**src/rtl/apb_req_arbiter.sv**
```systemverilog
// Two-requester round-robin arbiter that sequences one latched command at a time
// onto the APB master's command inputs, with a per-transfer timeout.
module apb_req_arbiter #(
  parameter int ADDR_W  = 9,
  parameter int DATA_W  = 8,
  parameter int TIMEOUT = 16
) (
  input  logic              clk,
  input  logic              reset,
  input  logic              req0,
  input  logic              req1,
  input  logic              we0,
  input  logic              we1,
  input  logic [ADDR_W-1:0] addr0,
  input  logic [ADDR_W-1:0] addr1,
  input  logic [DATA_W-1:0] wdata0,
  input  logic [DATA_W-1:0] wdata1,
  output logic              gnt0,
  output logic              gnt1,
  output logic              done0,
  output logic              done1,
  output logic [DATA_W-1:0] rdata,
  output logic              err,
  output logic              transfer,
  output logic              wr_rd,
  output logic [ADDR_W-1:0] wr_addr,
  output logic [ADDR_W-1:0] rd_addr,
  output logic [DATA_W-1:0] wr_data,
  input  logic              pready,
  input  logic              pslverr,
  input  logic [DATA_W-1:0] prdata
);

  localparam int CW = (TIMEOUT > 1) ? $clog2(TIMEOUT) : 1;
  localparam logic [CW-1:0] CNT_LAST = CW'(TIMEOUT - 1);

  localparam logic [1:0] S_IDLE = 2'd0;
  localparam logic [1:0] S_BUSY = 2'd1;
  localparam logic [1:0] S_DONE = 2'd2;

  logic [1:0]        state_q, state_d;
  logic              ptr_q, ptr_d;
  logic [CW-1:0]     cnt_q, cnt_d;
  logic              owner_q, owner_d;
  logic              we_q, we_d;
  logic [ADDR_W-1:0] addr_q, addr_d;
  logic [DATA_W-1:0] wdata_q, wdata_d;
  logic [DATA_W-1:0] rdata_q, rdata_d;
  logic              err_q, err_d;
  logic              win;

  always_comb begin
    state_d = state_q;
    ptr_d   = ptr_q;
    cnt_d   = cnt_q;
    owner_d = owner_q;
    we_d    = we_q;
    addr_d  = addr_q;
    wdata_d = wdata_q;
    rdata_d = rdata_q;
    err_d   = err_q;
    win     = 1'b0;
    gnt0    = 1'b0;
    gnt1    = 1'b0;
    case (state_q)
      S_IDLE: begin
        if (req0 || req1) begin
          // On a tie the requester not served last wins.
          win     = (req0 && req1) ? ~ptr_q : req1;
          gnt0    = ~win;
          gnt1    = win;
          owner_d = win;
          ptr_d   = win;
          we_d    = win ? we1 : we0;
          addr_d  = win ? addr1 : addr0;
          wdata_d = win ? wdata1 : wdata0;
          cnt_d   = '0;
          state_d = S_BUSY;
        end
      end
      S_BUSY: begin
        if (cnt_q != CNT_LAST) cnt_d = cnt_q + 1'b1;
        if (pready) begin
          err_d   = pslverr;
          rdata_d = we_q ? '0 : prdata;
          state_d = S_DONE;
        end else if (cnt_q == CNT_LAST) begin
          err_d   = 1'b1;
          rdata_d = '0;
          state_d = S_DONE;
        end
      end
      S_DONE:  state_d = S_IDLE;
      default: state_d = S_IDLE;
    endcase
  end

  always_ff @(posedge clk or negedge reset) begin
    if (!reset) begin
      state_q <= S_IDLE;
      ptr_q   <= 1'b1;
      cnt_q   <= '0;
      owner_q <= 1'b0;
      we_q    <= 1'b0;
      addr_q  <= '0;
      wdata_q <= '0;
      rdata_q <= '0;
      err_q   <= 1'b0;
    end else begin
      state_q <= state_d;
      ptr_q   <= ptr_d;
      cnt_q   <= cnt_d;
      owner_q <= owner_d;
      we_q    <= we_d;
      addr_q  <= addr_d;
      wdata_q <= wdata_d;
      rdata_q <= rdata_d;
      err_q   <= err_d;
    end
  end

  // Bus-side outputs decode from state only, so reset drops them at once.
  logic busy;
  assign busy     = (state_q == S_BUSY);
  assign transfer = busy;
  assign wr_rd    = busy & we_q;
  assign wr_addr  = (busy && we_q)  ? addr_q  : '0;
  assign rd_addr  = (busy && !we_q) ? addr_q  : '0;
  assign wr_data  = (busy && we_q)  ? wdata_q : '0;
  assign done0    = (state_q == S_DONE) & ~owner_q;
  assign done1    = (state_q == S_DONE) & owner_q;
  assign rdata    = rdata_q;
  assign err      = err_q;

endmodule

```
**config.mk**
```make
export PLATFORM = sky130hd
export DESIGN_NAME = apb_req_arbiter
export DESIGN_NICKNAME = d
export VERILOG_FILES = /design/src/rtl/apb_req_arbiter.sv
export SDC_FILE = /design/constraint.sdc
export NUM_CORES = 1
export LEC_CHECK = 0
export CAP_MARGIN = 20
export CORE_ASPECT_RATIO = 1.1
export CORE_MARGIN = 2
export CORE_UTILIZATION = 55
export DETAILED_ROUTE_END_ITERATION = 16
export DONT_BUFFER_PORTS = 1
export GPL_TIMING_DRIVEN = 0
export HOLD_SLACK_MARGIN = 0.05
export PLACE_DENSITY = 0.7
export SLEW_MARGIN = 10
export SYNTH_ARGS = -nofsm -noshare
export SYNTH_HDL_FRONTEND = slang
export SYNTH_SLANG_ARGS = --single-unit
```
**constraint.sdc**
```tcl
create_clock -name clk -period 1.9 [get_ports clk]
set_input_delay 0.285 -clock clk [delete_from_list [all_inputs] [get_ports clk]]
set_output_delay 0.285 -clock clk [all_outputs]
set_load 0.01 [all_outputs]
```
==> results.yml <==
floorplan:
  die_area_um2: 3990
  die_w_um: 60.4
  core_area_um2: 3330
  die_h_um: 66.0
  initial_core_util_pct: 57.7
  io_pins: 91
  rows: 22
logic_synthesis:
  ys_seq_elements: 35
  netlist.area_leader.share_pct: 44.2
  syn_nets: 220
  ys_seq_area_share_pct: 45.6
  synth.most_common_cell: "dfrtp_1"
  ys_async_sr_fraction_pct: 100
  yosys-top-cells-count: "dfrtp_1, mux2_2, and3_1, nand2_1, and2_1"
  synth_area_per_cell_um2: 11.4
  synth_edf_count: 0
  synth.distinct_cells: 35
  syn_area_um2: 1920
  synth_ff_type: "dfrtp_1"
  netlist_instances: 169
  yosysWarnings: 0
  netlist_top_cells_area: "dfrtp_1, mux2_2, mux2_4, and3_1, nand4b_1"
  yosys.area.top_type: "dfrtp_1"
timing:
  hold_ws_ps: 81.2
  finalHoldViolations: 0
  fin_setup_tns_ps: 0
  setup_viol: 0
  fmax_mhz: 559
  slew_violations: 0
  fin_worst_skew_ps: 14.7
  min_period_over_period_pct: 94.1
  finalCriticalPeriod_ps: 1790
  relSlewSlack_pct: 58.9
  tightest_slew_ps: 614
  rsz0062_at_grt: "no"
final_layout:
  n_antenna_cell: 0
  fin_cells: 228
  drive_gt1_share_pct: 32.2
  final_util_pct: 63.6
  areaGrowthSynthToFinish_pct: 10.1
  nets: 230
cts:
  cts_buffers: 5
  worstSkewPairLatency_ps: 340
  h-tree-depth: 2
  cts_sinks: 35
  clkSlewWorstSetupHoldPaths_ps: 110
  root_buffer: "clkbuf_4"
  cts_buffer_depth: 2
  cts_tree: "yes"
pwr:
  switching_power_w: 0.00132
  power_frac_comb_pct: 46.1
  ir_drop_mv: 0.715
  cellPowerDensity_nw_per_um2: 1610
  clock_power_share_pct: 13.4
  p_int_w: 0.00209
  seq_power_share_pct: 40.5
  p_leak_nw: 0.995
  switching_share_pct: 38.7
critical_path:
  crit_arrival_ps: 1500
  cp-end-kind: "output pin"
  cp_max_fo: 10
  path_common_cell: "buf_6"
  required_ps: 1620
  crit_family: "flip-flops"
  cp_cell_sequence: "nand2b_4 > inv_2 > buf_6 > buf_6 > and2_4"
  critPathSlowestCell: "dfrtp_1"
  crit_type: "flop to output pin"
  cp_num_buf_inv: 3
  cp-start-kind: "flop"
  cpPeakStageDelay_ps: 430
place:
  dp_cells: 217
  hpwl_um: 3120
  gp_congestion: 0.726
  port_buffers: 0
routing:
  vias_per_cell: 5.82
  drt-total-wl_um: 4210
  vias: 1328
  ant_nets: 0
  drt_iter0_markers: 77
  drc_errors: 0
  wl_per_cell_um: 18.5
  firstDrtPassIters: 4
global_routing:
  grt_max_degree: 36
  grt_pass1_vias: 1437
  grt_usage_pct: 22.5
  gr-total-overflow: 0
  antenna_found_initial: 0
  grt_pass1_wl_um: 6600
outcome:
  status: "finished clean"
worst_hold_path:
  min_path_type: "input port to flop"
run:
  cap_violations: 0
path summary, 6_finish.rpt:
path,slack (ps),to,depth (start not counted),from
setup / recovery,110,wr_rd,5,state_q[1]
hold / removal,80,rdata[1],2,prdata[1]
setup reg to reg,290,addr_q[3],5,state_q[0]
hold reg to reg,510,wdata_q[3],1,wdata_q[3]
max in group asynchronous,1280,ptr_q,2,reset
min in group asynchronous,390,state_q[1],2,reset
state kept, by name (all words and copies together) (netlist names), 2 cells and up:
name,flops
cnt_q,4
wdata_q,8
state_q,2
rdata,8
addr_q,9
metal layers:
metal	global-route usage (%)	up-vias	share of wire, %
li1	-	619	-
met1	26.1	644	39
met2	38.0	61	51
met3	9.20	4	9.0
met4	5.28	0	0.93
met5	0	-	0
through the flow:
| step | total power [W] | setup WS, ps | instance area [µm²] |
|---|---|---|---|
| after floorplan | 0.00256 | 402 | 1920 |
| after global placement | 0.00280 | 159 | 1980 |
| after detailed placement | 0.00289 | 104 | 1980 |
| after CTS | 0.00343 | 41.6 | 2110 |
| after global routing | 0.00367 | 3.04 | 2120 |
| final | 0.00341 | 112 | 2120 |
cells by family after synthesis:
group | after synthesis | synth area share [%]
AO/OA/AOI/OAI | 19 | 6.05
XOR/XNOR | 1 | 0.456
adder cells (fa/ha/maj) | 1 | 0.651
buffers and inverters | 15 | 4.42
flip-flops | 35 | 45.6
multiplexers | 38 | 23.9
AND/OR/NAND/NOR | 60 | 18.9
placed cells by master, fill, tap and decap left out, drive strengths merged, types with 2 or more instances in the layout:
| cell type | netlist | routed |
|---|---|---|
| buf | 6 | 8 |
| dlygate4sd3 | 0 | 2 |
| nand4b | 8 | 8 |
| mux2i | 2 | 2 |
| a31oi | 2 | 2 |
| nand3 | 2 | 2 |
| o21ai | 10 | 10 |
| clkbuf | 5 | 12 |
| dfrtp | 34 | 34 |
| and2 | 12 | 12 |
| inv | 4 | 4 |
| and3 | 17 | 17 |
| nand2 | 12 | 12 |
| mux2 | 36 | 36 |
| nor2 | 4 | 4 |
power groups by stage:
stage / sequential (W) / combinational [W] / clock (W)
floorplan: 0.00132 / 0.00124 / 0
global placement: 0.00136 / 0.00143 / 0
detailed placement: 0.00139 / 0.00150 / 0
CTS: 0.00138 / 0.00158 / 0.000467
global route: 0.00144 / 0.00172 / 0.000514
finish: 0.00138 / 0.00157 / 0.000458
worst register-to-register path, stage by stage, from the launching register on:
cell and delay, ps:
dfrtp_1 460, nor2_2 220, and2_4 190, buf_6 150
buf_12 160, mux2_4 310
cell type report:
| class | count | area, µm² |
|---|---|---|
| fillers | 294 | 1210 |
| multi-input cells | 119 | 973 |
| flip-flops and latches | 35 | 877 |
| plain buffers | 11 | 83.8 |
| clock buffers | 8 | 68.8 |
| well taps | 48 | 60.1 |
| repair buffers | 3 | 40.0 |
| inverters | 4 | 15.0 |
timing repair:
| action | in CTS | in global routing |
|---|---|---|
| setup endpoints to repair | 28 | 10 |
| buffers inserted | 0 | 0 |
| gates resized for setup | 8 | 3 |
| hold buffers | 3 | 0 |
| endpoints found under the hold margin | 36 | 0 |
No activity file was read; power rests on OpenSTA's default activity.
